$ cat src/rtl/hist_pkg.sv
// hist_pkg -- shared definitions for the histogram-feed controller.
//   hist_state_e : controller states (IDLE, RUN, DRAIN, DONE)
//   WORD_W_DEF   : default pixel-word width fed to the histogram memory
//   ADDR_W_DEF   : default source-memory word-address width
//   NUM_BINS     : number of bins in the downstream histogram memory
package hist_pkg;

  typedef enum logic [1:0] {
    IDLE  = 2'd0,
    RUN   = 2'd1,
    DRAIN = 2'd2,
    DONE  = 2'd3
  } hist_state_e;

  localparam int WORD_W_DEF = 128;
  localparam int ADDR_W_DEF = 16;
  localparam int NUM_BINS   = 256;

endpackage

$ cat src/rtl/hist_pipe.sv
// hist_pipe -- two-stage valid/data pipeline between the source-memory
// read strobe and the histogram-memory accumulate enable.
//   clk        : clock, all state on posedge
//   rst        : synchronous active-high reset, clears both valid stages
//   rd_issue_i : a source read is issued this cycle
//   rdata_i    : source read data (valid the cycle after rd_issue_i)
//   rd_vld_o   : stage-1 valid, read data is on rdata_i this cycle
//   hist_we_o  : stage-2 valid, accumulate enable to the histogram memory
//   hist_a_o   : registered pixel word, holds when hist_we_o is low
module hist_pipe #(
  parameter int WORD_W = 128
) (
  input  logic              clk,
  input  logic              rst,
  input  logic              rd_issue_i,
  input  logic [WORD_W-1:0] rdata_i,
  output logic              rd_vld_o,
  output logic              hist_we_o,
  output logic [WORD_W-1:0] hist_a_o
);

  logic              rd_vld_q,  rd_vld_d;
  logic              hist_we_q, hist_we_d;
  logic [WORD_W-1:0] hist_a_q,  hist_a_d;

  always_comb begin
    rd_vld_d  = rd_issue_i;
    hist_we_d = rd_vld_q;
    hist_a_d  = hist_a_q;
    if (rd_vld_q) begin
      hist_a_d = rdata_i;
    end
  end

  // hist_a/hist_we change only on posedge, so they are settled when the
  // histogram memory samples them on negedge.
  always_ff @(posedge clk) begin
    if (rst) begin
      rd_vld_q  <= 1'b0;
      hist_we_q <= 1'b0;
      hist_a_q  <= '0;
    end else begin
      rd_vld_q  <= rd_vld_d;
      hist_we_q <= hist_we_d;
      hist_a_q  <= hist_a_d;
    end
  end

  assign rd_vld_o  = rd_vld_q;
  assign hist_we_o = hist_we_q;
  assign hist_a_o  = hist_a_q;

endmodule

$ cat src/rtl/hist_ctrl.sv
// hist_ctrl -- streams num_words pixel words from a synchronous-read source
// memory into a histogram memory, one word per cycle.
//   clk       : clock, all state on posedge
//   rst       : synchronous active-high reset, aborts any job
//   start     : job request, honoured only in IDLE
//   base_addr : first source word address, captured with start
//   num_words : number of words to process, captured with start
//   src_re    : source read strobe
//   src_addr  : source read address, wraps modulo 2^ADDR_W
//   src_rdata : source read data, one cycle after src_re
//   hist_we   : histogram accumulate enable (sampled on negedge downstream)
//   hist_a    : pixel word to the histogram memory
//   busy      : job in progress (RUN or DRAIN)
//   done      : one-cycle completion pulse
//   cycle_cnt : busy-cycle count of the last job
// Optional build macro: HIST_CYCLE_CNT_EN enables the busy-cycle counter;
// without it cycle_cnt is constant 0.
//
// state | meaning
// IDLE  | waiting for start
// RUN   | one source read per cycle, words_left counting down
// DRAIN | reads finished, waiting for the pipeline to empty
// DONE  | one-cycle done pulse, then back to IDLE
module hist_ctrl
  import hist_pkg::*;
#(
  parameter int ADDR_W = ADDR_W_DEF,
  parameter int WORD_W = WORD_W_DEF
) (
  input  logic              clk,
  input  logic              rst,
  input  logic              start,
  input  logic [ADDR_W-1:0] base_addr,
  input  logic [ADDR_W-1:0] num_words,
  output logic              src_re,
  output logic [ADDR_W-1:0] src_addr,
  input  logic [WORD_W-1:0] src_rdata,
  output logic              hist_we,
  output logic [WORD_W-1:0] hist_a,
  output logic              busy,
  output logic              done,
  output logic [31:0]       cycle_cnt
);

  hist_state_e       state_q, state_d;
  logic              src_re_q, src_re_d;
  logic [ADDR_W-1:0] src_addr_q, src_addr_d;
  logic [ADDR_W-1:0] words_left_q, words_left_d;
  logic              start_acc;
  logic              rd_vld;

  assign start_acc = (state_q == IDLE) && start;

  always_comb begin
    state_d      = state_q;
    src_re_d     = src_re_q;
    src_addr_d   = src_addr_q;
    words_left_d = words_left_q;
    case (state_q)
      IDLE: begin
        if (start_acc) begin
          if (num_words != '0) begin
            state_d      = RUN;
            src_re_d     = 1'b1;
            src_addr_d   = base_addr;
            words_left_d = num_words;
          end else begin
            state_d = DONE;
          end
        end
      end
      RUN: begin
        words_left_d = words_left_q - ADDR_W'(1);
        // Terminal count: the read in this cycle is the last one, so the
        // address stays on it rather than advancing.
        if (words_left_q == ADDR_W'(1)) begin
          state_d  = DRAIN;
          src_re_d = 1'b0;
        end else begin
          src_addr_d = src_addr_q + ADDR_W'(1);
        end
      end
      DRAIN: begin
        // With stage 1 empty, the word in stage 2 (if any) is written this
        // cycle, so the pipeline is empty after this edge.
        if (!rd_vld) begin
          state_d = DONE;
        end
      end
      DONE: begin
        state_d = IDLE;
      end
      default: begin
        state_d  = IDLE;
        src_re_d = 1'b0;
      end
    endcase
  end

  always_ff @(posedge clk) begin
    if (rst) begin
      state_q      <= IDLE;
      src_re_q     <= 1'b0;
      src_addr_q   <= '0;
      words_left_q <= '0;
    end else begin
      state_q      <= state_d;
      src_re_q     <= src_re_d;
      src_addr_q   <= src_addr_d;
      words_left_q <= words_left_d;
    end
  end

  hist_pipe #(
    .WORD_W (WORD_W)
  ) u_pipe (
    .clk        (clk),
    .rst        (rst),
    .rd_issue_i (src_re_q),
    .rdata_i    (src_rdata),
    .rd_vld_o   (rd_vld),
    .hist_we_o  (hist_we),
    .hist_a_o   (hist_a)
  );

  assign src_re   = src_re_q;
  assign src_addr = src_addr_q;
  assign busy     = (state_q == RUN) || (state_q == DRAIN);
  assign done     = (state_q == DONE);

`ifdef HIST_CYCLE_CNT_EN
  logic [31:0] cyc_q, cyc_d;

  always_comb begin
    cyc_d = cyc_q;
    if (start_acc) begin
      cyc_d = '0;
    end else if (busy) begin
      cyc_d = cyc_q + 32'd1;
    end
  end

  always_ff @(posedge clk) begin
    if (rst) begin
      cyc_q <= '0;
    end else begin
      cyc_q <= cyc_d;
    end
  end

  assign cycle_cnt = cyc_q;
`else
  assign cycle_cnt = '0;
`endif

endmodule

$ cat config.mk
export PLATFORM = sky130hd
export DESIGN_NAME = hist_ctrl
export DESIGN_NICKNAME = d
export VERILOG_FILES = /design/src/rtl/hist_pkg.sv /design/src/rtl/hist_pipe.sv /design/src/rtl/hist_ctrl.sv
export SDC_FILE = /design/constraint.sdc
export NUM_CORES = 1
export LEC_CHECK = 0
export CORE_AREA = 2 2 135 137
export DETAILED_ROUTE_END_ITERATION = 12
export DIE_AREA = 0 0 137 139
export PLACE_DENSITY_LB_ADDON = 0.1
export REMOVE_ABC_BUFFERS = 1
export SLEW_MARGIN = 5
export SYNTH_ARGS = -nofsm -noshare
export SYNTH_HDL_FRONTEND = slang
export SYNTH_SLANG_ARGS = --single-unit
$ cat constraint.sdc
create_clock -name clk -period 6.35 [get_ports clk]
set_input_delay 1.27 -clock clk [delete_from_list [all_inputs] [get_ports clk]]
set_output_delay 1.27 -clock clk [all_outputs]
set_load 0.1 [all_outputs]
# Word level (Yosys, flattened, before mapping)

Cells that the tools add are included.

Bits in registers: 165
Bits of input ports: 163
Output and inout port bits: 180
Word-level logic and storage cells: 43

$add $sub $neg: 2
Equal/unequal tests: 9
Mux-type cells: 16
Reductions and logical operators: 9

Operators by type and width:

| kind                                                                 | count |
|---|---|
| 16-bit two-way mux                                                   | 5 |
| 16-bit one-hot mux with 2 select lines                               | 2 |
| 16-bit by 1-bit adder with 16-bit output, second input constant      | 1 |
| 16-bit by 1-bit == test with 1-bit output, second input constant     | 1 |
| 16-bit nonzero test                                                  | 1 |
| 16-bit by 1-bit subtractor with 16-bit output, second input constant | 1 |
| 2-bit two-way mux                                                    | 4 |
| 2-bit != test, second input constant                                 | 4 |
| 2-bit one-hot mux with 4 select lines                                | 1 |
| 4-bit AND reduction                                                  | 2 |
| 3-bit AND reduction                                                  | 2 |
| 2-bit == test, second input constant                                 | 2 |
| 1-bit two-way mux                                                    | 3 |
| 2-bit by 1-bit == test with 1-bit output, second input constant      | 1 |
| 2-bit zero test                                                      | 1 |
| 2-bit by 1-bit != test with 1-bit output, second input constant      | 1 |
| 1-bit one-hot mux with 2 select lines                                | 1 |
| 2-bit nonzero test                                                   | 1 |
| 1-bit logical AND                                                    | 1 |
| 1-bit logical OR                                                     | 1 |

# Depth between registers and ports, before layout

Gate-level depths: netlist of run 1.

Depth in word-level cells: 4
Mapped depth: 9
Depth with buffers taken out: 7

# Modules after synthesis

Synthesis of run 1 repeated with hierarchy kept, for this count alone.

Cells, all modules: 766
Area, all modules: 7,489.7 um^2

By module, submodules not included:

| module    | times used | cells an instance | area an instance (um^2) | sequential area each (um^2) |
|---|---|---|---|---|
| hist_pipe | 1          | 417               | 4,692.0                 | 2,602.5 |
| hist_ctrl | 1          | 349               | 2,797.7                 | 700.7 |

# Worst setup path after synthesis of run 1

No wires, ideal clock.

Path type: in2reg
Start: in num_words[14]
End: reg src_addr_q[5] (netlist: src_addr[5])
Setup time: 70 ps
Arrival: 2,791 ps
Data required time: 6,280 ps
Slack: 3,489 ps
Cell stages on the path: 6
Path buffers: 1
Cell sequence: nor4_1 -> a41oi_1 -> nor2_1 -> clkbuf_1 -> o21ai_0 -> a21oi_1

Word-level cells in the longest chain between the ends: 3

Ends and longest elaborated chain:

| item                                                      | line             | source |
|---|---|---|
| from (decl)                                               | hist_ctrl.sv:34  | `input logic [ADDR_W-1:0] num_words,` |
| 16-bit nonzero test                                       | hist_ctrl.sv:62  | `if (num_words != '0) begin` |
| 2-bit by 1-bit != test with 1-bit output (no source line) | -                |  |
| 4-bit AND reduction (no source line)                      | -                |  |
| to (signal assigned)                                      | hist_ctrl.sv:109 | `src_addr_q <= src_addr_d;` |
| to (decl)                                                 | hist_ctrl.sv:47  | `logic [ADDR_W-1:0] src_addr_q, src_addr_d;` |

No other way between the ends.
A chain may end at the register's enable or synchronous reset.

# Worst setup path in the final report of run 1

Start: reg state_q[0]
End: out busy

Word-level cells in the longest chain between the ends: 2
Elaborated cells on any way between the ends: 3
Classes of those cells: eq/ne (2); reduce/logical (1)

Ends and longest elaborated chain:

| item                                                                             | line             | source |
|---|---|---|
| from (decl)                                                                      | hist_ctrl.sv:45  | `hist_state_e state_q, state_d;` |
| from (signal assigned)                                                           | hist_ctrl.sv:107 | `state_q <= state_d;` |
| 2-bit by 1-bit == test with 1-bit output / 2-bit == test (equally long branches) | hist_ctrl.sv:128 | `assign busy = (state_q == RUN) \|\| (state_q == DRAIN);` |
| 1-bit logical OR (*)                                                             | hist_ctrl.sv:128 |  |
| to (decl)                                                                        | hist_ctrl.sv:40  | `output logic busy,` |

Every way passes the cells marked *; elsewhere a longest branch is shown, timed or not.

==> results of run 1 <==
-- critical path, stage by stage (launching register included) --
cell             delay [ns]
dfxtp_1                0.36
inv_1                  0.10
ha_1                   0.31
clkdlybuf4s50_1        1.13
-- placed cells by master, fill, tap and decap left out, types with 9 or more instances in the layout --
cell type and n:
a21oi_1 38, clkbuf_16 17, clkdlybuf4s50_1 309, conb_1 32, dfxtp_1 164, inv_1 13, mux2i_1 129, nand2_1 25
nor2_1 152, nor2b_1 10, nor3_1 17, nor4_1 9, o21ai_0 28, o32ai_1 9
-- final cells by class --
cell class / count / area share
tap: 229 / 0.02643
clock inverter: 11 / 0.009235
timing repair buffer: 317 / 0.2920
sequential: 165 / 0.3051
inverter: 13 / 0.004502
clock buffer: 21 / 0.04340
multi-input combinational: 542 / 0.3193
-- layer usage --
| metal | global-route usage | wire length [um] | vias to the layer above | part of all wire |
|---|---|---|---|---|
| met1 | 0.2768 | 9035 | 2947 | 0.41 |
| met4 | 0.07054 | 368 | 0 | 0.017 |
| met5 | 0 | 0 | - | 0 |
| met3 | 0.06140 | 1661 | 24 | 0.075 |
| li1 | - | - | 3193 | - |
| met2 | 0.3750 | 10940 | 237 | 0.50 |
-- through the flow --
stage | hold slack (ns) | setup WS (ns) | util | cells
2_1_floorplan | 0.4420 | 1.320 | - | 720
3_3_place_gp | 0.4607 | 2.505 | 0.5816 | 1266
3_5_place_dp | 0.4688 | 2.443 | 0.5816 | 1266
4_1_cts | 0.4778 | 2.718 | 0.6139 | 1298
5_1_grt | 0.5086 | 2.658 | 0.6139 | 1298
6_report | 0.4793 | 2.749 | 0.6139 | 1298
-- worst max-delay path by stage --
stage	from	to	slack [ns]	cells after the start
floorplan	u_pipe.rd_vld_o$_SDFF_PP0_	state_q[1]$_SDFFE_PP0P_	1.32	4
global placement	num_words[14]	src_addr[3]$_SDFFE_PP0P_	2.50	6
detailed placement	num_words[14]	src_addr[3]$_SDFFE_PP0P_	2.44	6
CTS	state_q[0]$_SDFFE_PP0P_	busy	2.72	3
global route	state_q[0]$_SDFFE_PP0P_	busy	2.66	3
finish	state_q[0]$_SDFFE_PP0P_	busy	2.75	3
-- power groups by stage --
stage | clock network [uW] | logic, uW | registers, uW
floorplan | 0 | 956 | 2250
global placement | 0 | 2400 | 1380
detailed placement | 0 | 2400 | 1390
CTS | 1020 | 2410 | 1370
global route | 1060 | 2540 | 1390
finish | 991 | 2410 | 1370
-- flip-flops by register name (all words and copies together) (netlist names) --
signal,flops
src_addr,16
u_pipe.hist_we_o,1
u_pipe.rd_vld_o,1
words_left_q,16
u_pipe.hist_a_o,128
state_q,2
src_re,1
-- cells by family after synthesis --
| family | share of synthesized area |
|---|---|
| simple gates | 0.1620 |
| flops | 0.4623 |
| mux | 0.1870 |
| compound gates | 0.1042 |
| buf+inv | 0.06988 |
| fa+ha+maj | 0.01401 |
| other cells | 0.0005249 |
==> flow_summary.ini, run 1 <==
[routing]
detail_route.wirelength_um = 22010
avgViaCountPerCell = 4.931
detail_route.first_pass.iterations = 4
drt_iter0_drc = 392
wl_per_cell_um = 16.95
drc_violations_left = 0
antenna_violating_nets_post_route = 0
via_count = 6401

[sta]
max_clock_freq_ghz = 0.2777
grt_setup_unrepaired = no
final.setup.tns_ns = 0
maxSlewHeadroom = 0.2935
maxSlewViolCount = 0
final-setup-viol-count = 0
fin_worst_skew_ns = 0.01420
hold_viol_final = 0
period_share = 0.5670
final_period_minus_worst_setup_slack_ns = 3.601
tightest_slew_ns = 1.056

[cts]
cts.hold.buffers_added = 0
htree_num_levels = 4
postCtsResizedCells = 0
number_of_setup_buffers_added_after_cts = 0
ctsRootBufferMaster = clkbuf_16
cts.path.max_buffers = 2
clock_tree_from_tritoncts = done
clock_insertion_delay_worst_skew_ns = 0.43
clkSlewWorstSetupHoldPaths_ns = 0.07
cts_made_buffers = 17
clock-sinks = 165

[setup_path]
ff2ff_path_depth = 10
regToRegSetupSlack_ns = 3.83
crit_path_max_fanout = 4
worst_r2r_endpoint = words_left_q[6]$_SDFFE_PP0P_
worst_ep_required_ns = 5.08
worst_endpoint_data_arrival_time_ns = 2.33
crit_type = reg -> out
start_kind = flip-flop
crit-reg2reg-launch = state_q[1]$_SDFFE_PP0P_
critPathCaptureType = output port

[synth]
synthArstFlopShare = 0
seq_total_area_yosys = 0.4623
yosys-top-cells-count = 165 x dfxtp_1, 152 x nor2_1, 129 x mux2i_1
cell_with_the_most_instances_after_synthesis = dfxtp_1
synth-main-ff-cell = dfxtp_1
synthDominantAreaCellType = dfxtp_1
netlist_top_cells_area = dfxtp_1 46%, mux2i_1 18%, nor2_1 8.0%
ys.warnings.count = 0
synth_cells = 773
netlist_area_um2 = 7144
synth-edff-count = 0
syn_area_per_cell_um2 = 9.242
synth_cell_type_count = 53
synth.top_cell.area_share = 0.4623
postSynthRegisterBits = 165

[floorplanning]
fp.dieH_um = 139
io_pins = 343
core-area_um2 = 17660
die-area_um2 = 19040
floorplan.rows = 49
floorplan.initialDensity = 0.4046
die_width_um = 137

[placement]
numPortBuffers = 310
place_congestion = 0.8108
hpwlAfterDp_um = 15980
dpl_cell_area_um2 = 10270

[pwr]
power_frac_clock = 0.208
p_comb_frac = 0.505
ir_worst_vdd_mv = 0.4353
power_switching_share = 0.4823
cell_internal_pwr_uw = 2467
p_leak_uw = 0.003881
pwr-share-seq = 0.287
power.net_switching_uw = 2299
pwr_density_cell_nw_per_um2 = 439.7
power_uw = 4765

[cells_and_area]
diodes = 0
drive_gt1_frac = 0.04958
area.sequential_um2 = 3307
finished_layout_cell_area_um2 = 10840
multiInputGateArea_um2 = 3461
nets = 1227
synthToLayoutAreaGrowth_pct = 51.72
filler_cell_count = 1558

[hold_path]
hold_path_startpoint = words_left_q[10]$_SDFFE_PP0P_
class_of_the_tightest_hold_or_removal_check = reg -> reg
hold-path-cell-count = 2
hold-path-endpoint = words_left_q[10]$_SDFFE_PP0P_

[outcome]
outcome = completed

[grt]
grt_max_degree = 90
grt.overflow.total = 0
first_global_vias = 5798
antenna_found_initial = 0
gr-usage-all-layers = 0.2237
grt_first_pass_wirelength_um = 32990

[run]
maxCapViolations = 0
No activity file was read; power rests on OpenSTA's default activity.
==> run 2: changes to the inputs <==
--- a/config.mk
+++ b/config.mk
@@ -5,9 +5,9 @@
 export SDC_FILE = /design/constraint.sdc
 export NUM_CORES = 1
 export LEC_CHECK = 0
-export CORE_AREA = 2 2 135 137
+export CORE_MARGIN = 2
+export CORE_UTILIZATION = 41
 export DETAILED_ROUTE_END_ITERATION = 12
-export DIE_AREA = 0 0 137 139
 export PLACE_DENSITY_LB_ADDON = 0.1
 export REMOVE_ABC_BUFFERS = 1
 export SLEW_MARGIN = 5
==> constraint.sdc (replaced) <==
create_clock -name clk -period 3.4 [get_ports clk]
set_input_delay 0.68 -clock clk [delete_from_list [all_inputs] [get_ports clk]]
set_output_delay 0.68 -clock clk [all_outputs]
set_load 0.1 [all_outputs]
==> run 2 against run 1 <==
Die area is 2.9% lower. Worst hold slack better by 0.0011 ns. Routed wire length is 0.42% lower. Clock power is 110% higher. Non-clock buffer count is 6 higher. Worst setup slack worse by 1.9 ns. Sequential power is 86% higher. Total power is 92% higher. Critical path type unchanged.
==> flow_summary.ini, run 2 (synthesis gave the netlist of run 1 again) <==
[sta]
max_clock_freq_ghz = 0.3857
period_share = 0.7626
fin_worst_skew_ns = 0.007155
timing.hold.ws_ns = 0.4804
final_period_minus_worst_setup_slack_ns = 2.593
maxSlewHeadroom = 0.3275
final.setup.tns_ns = 0
tightest_slew_ns = 1.006
final-setup-viol-count = 0
maxSlewViolCount = 0
hold_viol_final = 0
grt_setup_unrepaired = no

[cts]
cts_made_buffers = 17
cts.path.max_buffers = 2
clock_insertion_delay_worst_skew_ns = 0.42
clock-sinks = 165
clock_tree_from_tritoncts = done
number_of_setup_buffers_added_after_cts = 0
clkSlewWorstSetupHoldPaths_ns = 0.06
htree_num_levels = 4
ctsRootBufferMaster = clkbuf_16
cts.hold.buffers_added = 0
postCtsResizedCells = 0

[cells_and_area]
diodes = 0
drive_gt1_frac = 0.1377
layout.cells.most_common = clkdlybuf4s50_1
max_ffs_per_register = 128
filler_cell_count = 1516
mostFrequentLayoutCells = 221 x clkdlybuf4s50_1, 164 x dfxtp_1, 152 x nor2_1, 129 x mux2i_1, 100 x buf_4
nets = 1233
finish.utilization = 0.6257
synthToLayoutAreaGrowth_pct = 50.44

[setup_path]
timing.critical_path.cells = clkdlybuf4s50_1
worst-path-buf-inv = 1
critPathCaptureType = output port
critical-path-slowest-cell = clkdlybuf4s50_1
worst_ep_required_ns = 2.72
crit_type = reg -> out
critical_path.max_stage_delay_ns = 1.15
regToRegSetupSlack_ns = 0.97
worst_endpoint_data_arrival_time_ns = 1.91
critPathTopFamily = buffers and inverters
start_kind = flip-flop
crit_path_max_fanout = 2

[floorplanning]
fp.dieH_um = 136.0
core-area_um2 = 17180
die_width_um = 136.0
floorplan.initialDensity = 0.4159
floorplan.rows = 48
io_pins = 343
die-area_um2 = 18500

[placement]
place_congestion = 0.8204
numPortBuffers = 310
hpwlAfterDp_um = 16080

[grt]
grt_first_pass_wirelength_um = 32410
grt_max_degree = 99
gr-usage-all-layers = 0.2259
first_global_vias = 5850
grt.overflow.total = 0
antenna_found_initial = 0

[routing]
wl_per_cell_um = 16.86
avgViaCountPerCell = 4.949
detail_route.first_pass.iterations = 5
detail_route.wirelength_um = 21910
drc_violations_left = 0
drt_iter0_drc = 288
via_count = 6434
antenna_violating_nets_post_route = 0

[outcome]
outcome = completed

[pwr]
pwr-share-seq = 0.278
ir_worst_vdd_mv = 0.9055
p_comb_frac = 0.492
power.net_switching_uw = 4342
power_switching_share = 0.4738
pwr_density_cell_nw_per_um2 = 852.7
p_leak_uw = 0.004136
cell_internal_pwr_uw = 4822
power_frac_clock = 0.230

[hold_path]
class_of_the_tightest_hold_or_removal_check = reg -> reg

[run]
maxCapViolations = 0
==> run 2: cell type report <==
type / instances / area [um2] / area share
multi-input combinational: 542 / 3461 / 0.3220
sequential: 165 / 3307 / 0.3077
timing repair buffer: 323 / 3003 / 0.2794
clock buffer: 19 / 452.9 / 0.04214
tap: 225 / 281.5 / 0.02619
clock inverter: 13 / 193.9 / 0.01804
inverter: 13 / 48.80 / 0.004540
==> run 2: stage by stage <==
step	std cells	power (uW)	cell area (um2)	setup slack [ns]
final	1300	9164	10750	0.8070
after global routing	1300	9570	10750	0.7196
after CTS	1300	9199	10750	0.7837
after detailed placement	1268	7080	10100	0.5355
after global placement	1268	7069	10100	0.5962
after floorplan	720	5994	6810	-1.630
==> run 2: worst paths after layout <==
path,from,end,cells after the start
max reg2reg,words_left_q[0]$_SDFFE_PP0P_,state_q[1]$_SDFFE_PP0P_,6
max,u_pipe.hist_a_o[1]$_SDFFE_PP0P_,hist_a[1],1
min reg2reg,words_left_q[15]$_SDFFE_PP0P_,words_left_q[15]$_SDFFE_PP0P_,2
min,words_left_q[15]$_SDFFE_PP0P_,words_left_q[15]$_SDFFE_PP0P_,2
==> run 2: layer usage <==
layer | routed length (um) | share of wire | vias up | track usage
li1 | - | - | 3209 | -
met1 | 8955 | 0.41 | 2955 | 0.2728
met2 | 11050 | 0.50 | 244 | 0.3903
met3 | 1530 | 0.070 | 26 | 0.05742
met4 | 379 | 0.017 | 0 | 0.07697
met5 | 0 | 0 | - | 0
==> run 2: worst min-delay path, cell delays in order (launching register included) <==
cell     delay (ns)
dfxtp_1        0.31
o21ai_0        0.06
a21oi_1        0.06
==> run 2: power by group through the flow <==
stage / Combinational [uW] / Clock (uW) / Sequential, uW
5_1_grt: 4760 / 2220 / 2590
2_1_floorplan: 1790 / 0 / 4210
6_report: 4510 / 2110 / 2550
3_5_place_dp: 4500 / 0 / 2580
4_1_cts: 4510 / 2140 / 2540
3_3_place_gp: 4490 / 0 / 2580
==> run 3: changes to the inputs <==
==> constraint.sdc (replaced) <==
create_clock -name clk -period 2.7 [get_ports clk]
set_input_delay 0.54 -clock clk [delete_from_list [all_inputs] [get_ports clk]]
set_output_delay 0.54 -clock clk [all_outputs]
set_load 0.1 [all_outputs]
==> run 3 against run 2 <==
Final cell count rose by 0.69%. Global-route usage decreased by 0.064 points. Die area unchanged. Cell area decreased by 1.1%. Sequential share of layout area is 0.34 points higher. Sequential power rose by 25%. Non-clock buffer count grew 10. Largest power group unchanged.
==> flow_summary.ini, run 3 (synthesis gave the netlist of run 1 again) <==
[cells_and_area]
area.sequential_um2 = 3307
layout.cells.most_common = buf_4
finish.utilization = 0.6188
mostFrequentLayoutCells = 168 x buf_4, 164 x dfxtp_1, 161 x clkdlybuf4s50_1, 152 x nor2_1, 129 x mux2i_1
multiInputGateArea_um2 = 3461
nets = 1243
filler_cell_count = 1566
drive_gt1_frac = 0.1993
diodes = 0
synthToLayoutAreaGrowth_pct = 48.77
max_ffs_per_register = 128

[sta]
timing.final.ws_setup_ns = 0.2898
final.setup.tns_ns = 0
hold_viol_final = 0
fin_worst_skew_ns = 0.008244
final-setup-viol-count = 0
timing.hold.ws_ns = 0.4881
max_clock_freq_ghz = 0.4149
period_share = 0.8927
grt_setup_unrepaired = no
final_period_minus_worst_setup_slack_ns = 2.410
tightest_slew_ns = 0.6501
maxSlewHeadroom = 0.5666
maxSlewViolCount = 0

[grt]
antenna_found_initial = 0
grt_first_pass_wirelength_um = 32330
first_global_vias = 5749
gr-usage-all-layers = 0.2253
grt.overflow.total = 0
grt_max_degree = 89

[pwr]
cell_internal_pwr_uw = 5886
power_switching_share = 0.4822
power_uw = 11370
ir_worst_vdd_mv = 1.111
p_leak_uw = 0.004258
pwr_density_cell_nw_per_um2 = 1069
power.net_switching_uw = 5481
p_comb_frac = 0.509
power_frac_clock = 0.211
pwr-share-seq = 0.280

[cts]
cts_made_buffers = 17
cts.hold.buffers_added = 0
number_of_setup_buffers_added_after_cts = 0
ctsRootBufferMaster = clkbuf_16
clock_tree_from_tritoncts = done
htree_num_levels = 4
postCtsResizedCells = 0
clock-sinks = 165
cts.path.max_buffers = 2
clkSlewWorstSetupHoldPaths_ns = 0.07
clock_insertion_delay_worst_skew_ns = 0.42

[routing]
via_count = 6478
antenna_violating_nets_post_route = 0
drt_iter0_drc = 331
detail_route.first_pass.iterations = 5
avgViaCountPerCell = 4.949
drc_violations_left = 0
detail_route.wirelength_um = 21940
wl_per_cell_um = 16.76

[placement]
hpwlAfterDp_um = 16350
place_ws_ns = 0.08004
numPortBuffers = 310
place_congestion = 0.8207

[floorplanning]
core-area_um2 = 17180
io_pins = 343
floorplan.initialDensity = 0.4159
die-area_um2 = 18500
fp.dieH_um = 136.0
die_width_um = 136.0
floorplan.rows = 48

[setup_path]
worst_r2r_endpoint = src_addr[8]$_SDFFE_PP0P_
worst_endpoint_data_arrival_time_ns = 2.68
crit_type = reg -> reg
regToRegSetupSlack_ns = 0.29
crit_path_max_fanout = 7
critPathCaptureType = flip-flop
ff2ff_path_depth = 6
critical-path-slowest-cell = or4b_1
worst_ep_required_ns = 2.97
start_kind = flip-flop
crit-reg2reg-launch = words_left_q[0]$_SDFFE_PP0P_
critical_path.max_stage_delay_ns = 0.59
critPathTopFamily = simple AND/OR/NAND/NOR gates
worst-path-buf-inv = 0
timing.critical_path.cells = ha_1 > or4b_1 > nor4_4 > a22oi_1 > a21oi_1 > a211oi_1

[hold_path]
class_of_the_tightest_hold_or_removal_check = reg -> reg
hold-path-endpoint = words_left_q[10]$_SDFFE_PP0P_
hold_path_startpoint = words_left_q[10]$_SDFFE_PP0P_
hold-path-cell-count = 2

[outcome]
outcome = completed

[run]
maxCapViolations = 0
==> run 3: changes by cell type in the layout (fill, tap and decap cells not counted), sizes merged <==
cell,delta
buf,+70
clkdlybuf4s50,-60
clkinvlp,+5
clkinv,-3
bufinv,-2
clkbuf,-1
==> run 3: stage by stage <==
| step | std cells | cell area (um2) |
|---|---|---|
| floorplan | 720 | 6810 |
| global placement | 1278 | 10050 |
| detailed placement | 1278 | 10050 |
| CTS | 1309 | 10630 |
| global route | 1309 | 10630 |
| finish | 1309 | 10630 |
==> run 3: how the worst max path moves through the flow <==
stage                            startpoint                         to  slack, ns  depth (start not counted)
2_1_floorplan    u_pipe.rd_vld_o$_SDFF_PP0_    state_q[1]$_SDFFE_PP0P_      -2.33                          4
3_3_place_gp                   num_words[6]  src_addr[15]$_SDFFE_PP0P_       0.13                          6
3_5_place_dp                   num_words[6]  src_addr[15]$_SDFFE_PP0P_       0.08                          6
4_1_cts        words_left_q[0]$_SDFFE_PP0P_   src_addr[8]$_SDFFE_PP0P_       0.31                          6
5_1_grt        words_left_q[1]$_SDFFE_PP0P_  src_addr[15]$_SDFFE_PP0P_       0.17                          7
6_report       words_left_q[0]$_SDFFE_PP0P_   src_addr[8]$_SDFFE_PP0P_       0.29                          6
==> run 3: worst reg2reg max path, stage by stage (launching register included) <==
cell and delay, ns:
dfxtp_1 0.40, ha_1 0.18, or4b_1 0.59, nor4_4 0.48, a22oi_1 0.32, a21oi_1 0.23, a211oi_1 0.06
==> run 3: layer usage <==
layer	global-route usage	vias to the layer above	wire length, um
li1	-	3237	-
met2	0.3978	195	11270
met3	0.05518	23	1366
met1	0.2709	3023	8967
met5	0	-	0
met4	0.06424	0	329
==> run 3: cell type report <==
| class | instances | share of cell area |
|---|---|---|
| Inverter | 13 | 0.004591 |
| Clock inverter | 13 | 0.01401 |
| Tap cell | 225 | 0.02649 |
| Clock buffer | 18 | 0.04038 |
| Sequential cell | 165 | 0.3111 |
| Multi-Input combinational cell | 542 | 0.3256 |
| Timing Repair Buffer | 333 | 0.2778 |
==> run 3: power groups by stage <==
stage	Clock, uW	Combinational (uW)	Sequential (uW)
finish	2400	5780	3190
global route	2540	6100	3250
CTS	2440	5780	3180
detailed placement	0	5770	3230
global placement	0	5750	3230
floorplan	0	2250	5300
